File: src/rtl/fetch_pkg.sv
`default_nettype none
// ============================================================================
// Module   : fetch_pkg
// Brief    : Shared constants, state encoding and field positions for the
//            instruction fetch unit and its redirect decoder.
// Revision : 1.0 - initial release
// ============================================================================
package fetch_pkg;

  localparam int ADDR_W_DEF         = 8;
  localparam int INSTR_W_DEF        = 16;
  localparam int TIMEOUT_CYCLES_DEF = 15;

  // Instruction field layout: [15:12] opcode, [11:8] unused here, [7:0] target
  localparam int OPC_MSB = 15;
  localparam int OPC_LSB = 12;
  localparam int TGT_MSB = 7;
  localparam int TGT_LSB = 0;

  localparam logic [3:0] OPC_JMP = 4'hE;
  localparam logic [3:0] OPC_BEQ = 4'hF;

  typedef logic [1:0] state_t;

  localparam state_t c_st_idle  = 2'd0;
  localparam state_t c_st_req   = 2'd1;
  localparam state_t c_st_issue = 2'd2;
  localparam state_t c_st_halt  = 2'd3;

  function automatic logic [OPC_MSB-OPC_LSB:0] get_opcode(
    input logic [INSTR_W_DEF-1:0] word
  );
    return word[OPC_MSB:OPC_LSB];
  endfunction

  function automatic logic [TGT_MSB-TGT_LSB:0] get_target(
    input logic [INSTR_W_DEF-1:0] word
  );
    return word[TGT_MSB:TGT_LSB];
  endfunction

endpackage : fetch_pkg
`default_nettype wire

File: src/rtl/instr_redirect_decode.sv
`default_nettype none
// ============================================================================
// Module   : instr_redirect_decode
// Brief    : Combinational PC control: self-jump hold outside the handshake,
//            JMP / taken-BEQ / sequential resolution on the handshake cycle.
// Revision : 1.0 - initial release
// ============================================================================
module instr_redirect_decode
  import fetch_pkg::*;
#(
  parameter int ADDR_W  = ADDR_W_DEF,
  parameter int INSTR_W = INSTR_W_DEF
) (
  input  logic [INSTR_W-1:0] instr,
  input  logic               zero_flag,
  input  logic               handshake,
  input  logic [ADDR_W-1:0]  pc_address,
  output logic               jump,
  output logic [ADDR_W-1:0]  jump_adr,
  output logic               branch,
  output logic [ADDR_W-1:0]  branch_adr
);

  logic [OPC_MSB-OPC_LSB:0] w_opcode;
  logic [ADDR_W-1:0]        w_target;
  logic                     w_unused;

  assign w_opcode = get_opcode(INSTR_W_DEF'(instr));
  assign w_target = ADDR_W'(get_target(INSTR_W_DEF'(instr)));
  assign w_unused = ^instr[OPC_LSB-1:TGT_MSB+1];

  // Jump is checked first so jump and branch can never be raised together.
  always_comb begin
    jump       = 1'b1;
    jump_adr   = pc_address;
    branch     = 1'b0;
    branch_adr = w_target;
    if (handshake) begin
      if (w_opcode == OPC_JMP) begin
        jump_adr = w_target;
      end else if ((w_opcode == OPC_BEQ) && zero_flag) begin
        jump   = 1'b0;
        branch = 1'b1;
      end else begin
        jump = 1'b0;
      end
    end
  end

endmodule : instr_redirect_decode
`default_nettype wire

File: src/rtl/instr_fetch_unit.sv
`default_nettype none
// ============================================================================
// Module   : instr_fetch_unit
// Brief    : Fetches instructions over req/ready, issues them over valid/ready
//            and steers the PC. Optional macro: FETCH_TIMEOUT_EN (REQ timeout
//            with sticky fetch_fault and HALT state).
// Revision : 1.0 - initial release
// ============================================================================
module instr_fetch_unit
  import fetch_pkg::*;
#(
  parameter int ADDR_W         = ADDR_W_DEF,
  parameter int INSTR_W        = INSTR_W_DEF,
  parameter int TIMEOUT_CYCLES = TIMEOUT_CYCLES_DEF
) (
  input  logic               clk,
  input  logic               reset,
  input  logic [ADDR_W-1:0]  pc_address,
  output logic               jump,
  output logic [ADDR_W-1:0]  jump_adr,
  output logic               branch,
  output logic [ADDR_W-1:0]  branch_adr,
  output logic               mem_req,
  output logic [ADDR_W-1:0]  mem_addr,
  input  logic               mem_ready,
  input  logic [INSTR_W-1:0] mem_rdata,
  input  logic               zero_flag,
  output logic               instr_valid,
  output logic [INSTR_W-1:0] instr,
  input  logic               instr_ready,
  output logic               fetch_fault
);

  state_t             r_state;
  state_t             w_state_next;
  logic [INSTR_W-1:0] r_instr;
  logic               w_handshake;
  logic               w_capture;
  logic               w_timeout;

`ifdef FETCH_TIMEOUT_EN
  localparam logic [3:0] c_cnt_last = 4'(TIMEOUT_CYCLES - 1);

  logic [3:0] r_cnt;
  logic       r_fault;

  assign w_timeout = (r_state == c_st_req) && !mem_ready && (r_cnt == c_cnt_last);

  // Held at zero outside REQ so every REQ visit starts counting from zero.
  always_ff @(posedge clk or negedge reset) begin
    if (!reset) begin
      r_cnt <= 4'd0;
    end else if (r_state != c_st_req) begin
      r_cnt <= 4'd0;
    end else if (!mem_ready) begin
      r_cnt <= r_cnt + 4'd1;
    end
  end

  always_ff @(posedge clk or negedge reset) begin
    if (!reset) begin
      r_fault <= 1'b0;
    end else if (w_timeout) begin
      r_fault <= 1'b1;
    end
  end

  assign fetch_fault = r_fault;
`else
  localparam int c_unused_timeout = TIMEOUT_CYCLES;

  assign w_timeout   = 1'b0;
  assign fetch_fault = 1'b0;
`endif

  assign w_capture   = (r_state == c_st_req) && mem_ready;
  assign instr_valid = (r_state == c_st_issue);
  assign w_handshake = instr_valid && instr_ready;
  assign mem_req     = (r_state == c_st_req);
  assign mem_addr    = pc_address;
  assign instr       = r_instr;

  always_comb begin
    w_state_next = r_state;
    case (r_state)
      c_st_idle:  w_state_next = c_st_req;
      c_st_req: begin
        if (mem_ready) begin
          w_state_next = c_st_issue;
        end else if (w_timeout) begin
          w_state_next = c_st_halt;
        end
      end
      c_st_issue: begin
        if (instr_ready) begin
          w_state_next = c_st_req;
        end
      end
`ifdef FETCH_TIMEOUT_EN
      c_st_halt:  w_state_next = c_st_halt;
`endif
      default:    w_state_next = c_st_idle;
    endcase
  end

  always_ff @(posedge clk or negedge reset) begin
    if (!reset) begin
      r_state <= c_st_idle;
    end else begin
      r_state <= w_state_next;
    end
  end

  always_ff @(posedge clk or negedge reset) begin
    if (!reset) begin
      r_instr <= '0;
    end else if (w_capture) begin
      r_instr <= mem_rdata;
    end
  end

  instr_redirect_decode #(
    .ADDR_W  (ADDR_W),
    .INSTR_W (INSTR_W)
  ) u_redirect (
    .instr      (r_instr),
    .zero_flag  (zero_flag),
    .handshake  (w_handshake),
    .pc_address (pc_address),
    .jump       (jump),
    .jump_adr   (jump_adr),
    .branch     (branch),
    .branch_adr (branch_adr)
  );

endmodule : instr_fetch_unit
`default_nettype wire
File: config.mk
export PLATFORM = sky130hd
export DESIGN_NAME = instr_fetch_unit
export DESIGN_NICKNAME = d
export VERILOG_FILES = /design/src/rtl/fetch_pkg.sv /design/src/rtl/instr_redirect_decode.sv /design/src/rtl/instr_fetch_unit.sv
export SDC_FILE = /design/constraint.sdc
export NUM_CORES = 1
export LEC_CHECK = 0
export CAP_MARGIN = 20
export CELL_PAD_IN_SITES_DETAIL_PLACEMENT = 2
export CELL_PAD_IN_SITES_GLOBAL_PLACEMENT = 2
export CORE_MARGIN = 3
export CORE_UTILIZATION = 19
export CTS_CLUSTER_DIAMETER = 60
export DETAILED_ROUTE_END_ITERATION = 6
export PLACE_DENSITY_LB_ADDON = 0.1
export SLEW_MARGIN = 40
export SYNTH_ARGS = -nofsm -noshare
export SYNTH_HDL_FRONTEND = slang
export SYNTH_SLANG_ARGS = --single-unit
File: constraint.sdc
create_clock -name clk -period 1.87 [get_ports clk]
set_input_delay 0.374 -clock clk [delete_from_list [all_inputs] [get_ports clk]]
set_output_delay 0.374 -clock clk [all_outputs]
set_load 0.01 [all_outputs]
==> run metrics <==
switching power total=0.815 mW; Pleak=0.838 nW; most frequent cells in the layout=clkdlybuf4s50_1, mux2_4, dfrtp_1, buf_4, buf_6; Cell Area, Synth=1020 um^2; nets@finish=174; critical path, cell by cell=nand4b_1 -> nor2_4 -> buf_12 -> mux2_4 -> buf_6; RD Place Congestion=between 0.5 and 0.6; CTS Hold Bufs=0; Fin Clk Skew=1.16 ps; Yosys cell types=19; switching share of total power=0.318; Clk pin slew, worst setup/hold paths=70 ps; outcome=finished with violations; Design Power=2.56 mW; Metal-1 WL=roughly 1200 um; IO Port Bufs=72; Cells after Synth=75; PD cells=1370 nW/um^2; area grow syn2layout=84.0%; Routed wire per std cell=14.4 um; Finished Layout Cells=214; min setup slack post-route=-114 ps; GR Overflow Total=0; FF-to-FF path depth=4; Fmax achieved=0.504 GHz; Antenna Cells=0; Tightest Hold Check Type=in2async; synth warn=0; r2r setup slk=470 ps; Int Power=1.75 mW; VDD IR max=around 0.50 mV; met2 routed WL=1580 um; crit path max fanout=8; min Tclk post-route=1980 ps; failing checks=setup timing; # DRC=0; drt initial violations=13; CTS tree=done; CP arrival=1610 ps; worst setup path category=reg2out; kind of cell adding the most delay to the critical path=simple AND/OR/NAND/NOR gates; CP startpoint kind=register; Inserted Clock Buffers=3; reg-to-reg startpoint=r_state[1]$_DFFE_PN0P_; Root Driver=clkbuf_8; initial core utilization=0.198; Post-DP HPWL=roughly 2400 um; global-route wire length before repair=a little under 5000 um; most common cell after layout, fill and taps aside=clkdlybuf4s50_1; max-slew violations=0; setup TNS=-891 ps; clock sinks=18; Reg power frac=0.294; H-tree depth=1; post-synthesis sequential area ratio=0.442; drt pass-1 iters=3; vias in the first global route=974; DP Cell Count=about 210; vias post-DR=850; # IOs=74; CP max-delay cell=dfrtp_1; Seq cells post-synth=18; Tcrit/Tclk final=1.06; Critical Path RT=1500 ps; share of cells above drive strength 1=0.382; Setup crit end kind=output pin; GRT Util Overall=0.0991; die outline width=79.3 um; max cap viols=0; RSZ-0062 raised after global routing=true; Comb pwr share=0.583; post-synth net total=104; # rows=26; FF-to-FF End=instr[12]$_DFFE_PN0P_; Clock Power Share=0.124; drt total wl=3080 um; Die Area=6280 um^2; CP bufs+invs=2; Syn Area/Cell=13.6 um^2; met3 WL=~260 um; clock buffer depth=2; worst skew pair latency=250 ps; final setup fails=8; top sig layer=met4; initial antenna violation count=0; Die Y=79.3 um; Vias/cell=3.97; CORE AREA=5140 um^2; post-route ant nets=0; Largest stage delay, worst path=380 ps; Finished Core Util=0.365; largest net degree at the start of global routing=19; final hold viol count=0
[state kept, by name (all words and copies together) (netlist names)]
signal,cells
r_state,2
instr,16
[cell usage after synthesis (all sizes together)]
library cell	n	area share
inv	2	0.0074
dfrtp	18	0.44
nand3	1	0.0049
o21a	1	0.0074
mux2	24	0.30
nand4b	1	0.0086
buf	18	0.14
and2b	1	0.0086
nor2b	1	0.013
nor2	1	0.011
conb	1	0.0037
nand3b	1	0.011
nor3	1	0.0049
nand4	1	0.0061
a21oi	1	0.0049
nand2	1	0.011
a22o	1	0.0086
[how the worst max path moves through the flow]
stage	startpoint	end	slack, ps	depth (start not counted)
5_1_grt	instr[12]$_DFFE_PN0P_	jump_adr[6]	-190	5
6_report	instr[12]$_DFFE_PN0P_	jump_adr[3]	-110	5
4_1_cts	instr[12]$_DFFE_PN0P_	jump_adr[5]	-170	5
2_1_floorplan	instr[12]$_DFFE_PN0P_	jump_adr[0]	250	3
3_5_place_dp	instr_ready	jump_adr[4]	-610	6
3_3_place_gp	instr_ready	jump_adr[6]	-600	6
[power by group through the flow]
stage | registers [mW] | clock network [mW] | logic [mW]
5_1_grt | 0.793 | 0.358 | 1.58
3_5_place_dp | 0.754 | 0 | 1.51
2_1_floorplan | 0.835 | 0 | 0.683
6_report | 0.753 | 0.317 | 1.49
4_1_cts | 0.755 | 0.336 | 1.51
3_3_place_gp | 0.746 | 0 | 1.48
[area by class of cell]
cell class	instances	area, um^2
well taps	70	87.6
repair buffers	83	818
inverters	2	7.51
flip-flops and latches	18	450
fillers	565	3260
multi-input cells	37	458
clock buffers	4	55.1
[cells by family after synthesis]
group,after synthesis,synth area share
AOI/OAI and AO/OA,3,0.0209
buffers and inverters,20,0.152
DFF,18,0.442
muxes,24,0.302
other,1,0.00368
and+or+nand+nor,9,0.0797
[layer usage]
layer / vias to the layer above / global-route usage
met5: - / 0
met4: 0 / 0.0155
met3: 2 / 0.0397
met2: 51 / 0.189
met1: 419 / 0.103
li1: 378 / -
[stage by stage]
| stage | area (um^2) | hold slack [ps] | setup slack, ps |
|---|---|---|---|
| finish | 1880 | 454 | -114 |
| global placement | 1770 | 499 | -602 |
| detailed placement | 1770 | 496 | -614 |
| CTS | 1850 | 465 | -168 |
| floorplan | 1020 | 78.4 | 247 |
| global route | 1880 | 483 | -189 |
[timing repair]
| item | CTS | global route |
|---|---|---|
| setup buffers | 1 | 1 |
| gates resized for setup | 48 | 13 |
| pin swaps | 1 | 2 |
| endpoints found under the setup margin | 12 | 10 |
| endpoints found under the hold margin | 0 | 0 |
(Power assumes the default switching activity.)
==> variant (same settings) <==
The option `FETCH_TIMEOUT_EN` is turned on by a define.
--- a/src/rtl/instr_fetch_unit.sv
+++ b/src/rtl/instr_fetch_unit.sv
@@ -8,2 +8,4 @@
 // ============================================================================
+`define FETCH_TIMEOUT_EN
+
 module instr_fetch_unit
Check against the original RTL: no difference found for any inputs over 10 cycles, from zero or initial values and one cycle with reset low; that may be too few to reach the edited logic, so the function may still have changed.
==> variant against the unedited design <==
The run still ends with setup timing left; sequential cell count grew 5; maximum frequency shrank 2.8%; total power shrank 14%; wire length grew 20%; final cell count grew 17%; worst setup slack lost 58 ps; utilization shrank 1.3 points; area after synthesis grew 19%; sequential share of layout area grew 2.9 points; final area grew 14%.
==> variant: results (changes against the unedited design) <==
cts:
  htree_levels: 1  # unchanged
  clock-root-buffer: "clkbuf_8"  # unchanged
  clkTransAtPathRegs_ps: 90  # was 70 ps
  numCtsBuffers: 3  # unchanged
  clkLatencyLatePin_ps: 260
  cts_buffer_depth: 2  # unchanged
place:
  dp_hpwl_um: 2846  # was 2430 um
  dpl.cell_count: 238  # was 209
  place_congestion: 0.6812  # was 0.5761
  io_buffers: 73  # was 72
  postPlaceCellArea_mm2: 0.002003  # was 0.001768 mm^2
  pre_cts_ws_ps: -692.8  # was -614.2 ps
pwr:
  power.leakage_uw: 0.0009815  # was 0.0008378 uW
  max-vdd-ir-drop_v: 0.0003840  # was 0.0004993 V
  p_sw_uw: 671.0  # was 815.1 uW
yosys:
  async_flop_share_pct: 100.0  # unchanged
  synth_ff_type: "dfrtp_1"  # unchanged
  yosysWarnings: 0  # unchanged
  ys_types: 26  # was 19
  synthesis.nets: 127  # was 104
  yosys-top-cells-count: "mux2_2 (24), dfrtp_1 (23), buf_4 (16), nor2_1 (7)"  # was dfrtp_1 (18), buf_4 (17), mux2_2 (14), mux2_4 (10), inv_1 (2)
  yosys-top-cells-area: "dfrtp_1 (47%), mux2_2 (22%), buf_4 (9.9%)"  # was dfrtp_1 (44%), mux2_2 (15%), mux2_4 (15%)
  ys_seq_area_share_pct: 47.47  # was 44.17%
  avgSynthCellArea_um2: 12.63  # was 13.60 um^2
finish:
  largest_reg_flops: 16  # unchanged
  diodes: 0  # unchanged
  nNetsFinal: 208  # was 174
  layout-drive-gt1-share_pct: 37.50  # was 38.19%
sta:
  worst_pin_slew_ps: 318.0
  skew_ps: 1.611  # was 1.165 ps
  fin_ws_ps: -171.6  # was -114.1 ps
  finalSetupViolCount: 8  # unchanged
  fin_setup_tns_ps: -1107  # was -891.1 ps
global_routing:
  grt_first_pass_wirelength_um: 6023  # was 4830 um
  gr-total-overflow: 0  # unchanged
  grt_max_degree: 24  # was 19
  grt_pass1_vias: 1208  # was 974
  antenna_found_initial: 0  # unchanged
  grt_usage_pct: 10.42  # was 9.912%
routing:
  wl_per_cell_um: 14.71  # was 14.37 um
  dr.pass1.iters: 4  # was 3
  viasPerCell: 4.072  # was 3.972
  postRouteWirelength_um: 3692  # was 3075 um
  drt_iter0_markers: 4  # was 13
worst_hold_path:
  hold_path.class: "primary input to async pin"  # unchanged
setup_path:
  cp_max_fo: 8  # unchanged
  crit_arrival_ps: 1670  # was 1610 ps
  critPathMaxStageDelay_ps: 400  # was 380 ps
  slowest_stage: "dfrtp_1"  # unchanged
  critPathTopFamily: "flip-flops"  # was simple AND/OR/NAND/NOR gates
status:
  outcome: "complete, but fails checks"  # unchanged
  violations: "setup timing"  # unchanged
[variant: final timing paths]
path	from	to	slack, ps	cells past startpoint
worst max-delay path	r_state[0]$_DFFE_PN0P_	jump_adr[0]	-170	6
worst min-delay path	reset	instr[1]$_DFFE_PN0P_	470	2
worst max register to register	r_state[1]$_DFFE_PN0P_	instr[11]$_DFFE_PN0P_	310	6
worst min register to register	fetch_fault$_DFFE_PN0P_	fetch_fault$_DFFE_PN0P_	490	1
max in group asynchronous	reset	fetch_fault$_DFFE_PN0P_	1160	2
min in group clk	fetch_fault$_DFFE_PN0P_	fetch_fault$_DFFE_PN0P_	490	1
[variant: area by class of cell]
cell class,count,area (um^2)
Sequential cell,23,575.6
Clock buffer,3,41.29
Fill cell,650,3925
Inverter,3,11.26
Clock inverter,1,5.005
Multi-Input combinational cell,52,509.2
Timing Repair Buffer,94,899.6
Tap cell,75,93.84
[variant: power by group through the flow]
stage	Combinational, uW	Clock, uW	Sequential (uW)
6_report	1090	319	804
5_1_grt	1160	364	833
4_1_cts	1080	345	809
3_5_place_dp	1040	0	811
3_3_place_gp	1030	0	794
2_1_floorplan	348	0	877
[variant: stage by stage]
step / hold slack [ps] / utilization (%)
final: 467.6 / 35.24
after global routing: 494.1 / 35.24
after CTS: 480.6 / 34.99
after detailed placement: 474.8 / 33.05
after global placement: 472.4 / 33.05
after floorplan: 78.41 / -
[variant: cell families after synthesis]
kind of cell / share of synthesized area (%)
fa+ha+maj: 2.064
buf+inv: 12.18
xor+xnor: 2.168
compound gates: 3.921
simple gates: 9.908
flops: 47.47
mux: 22.29
[variant: metal layers]
metal / global-route usage [%] / part of all wire (%) / routed length (um)
met5: 0 / 0 / 0
met4: 3.453 / 0.62 / 23
met3: 1.729 / 6.3 / 233
met2: 19.69 / 55 / 2030
met1: 11.70 / 38 / 1404
[variant: timing repair]
item | CTS | global route
pin swaps | 2 | 0
gates cloned | 0 | 0
setup endpoints to repair | 12 | 10
gates resized for setup | 50 | 6
setup buffers | 7 | 2
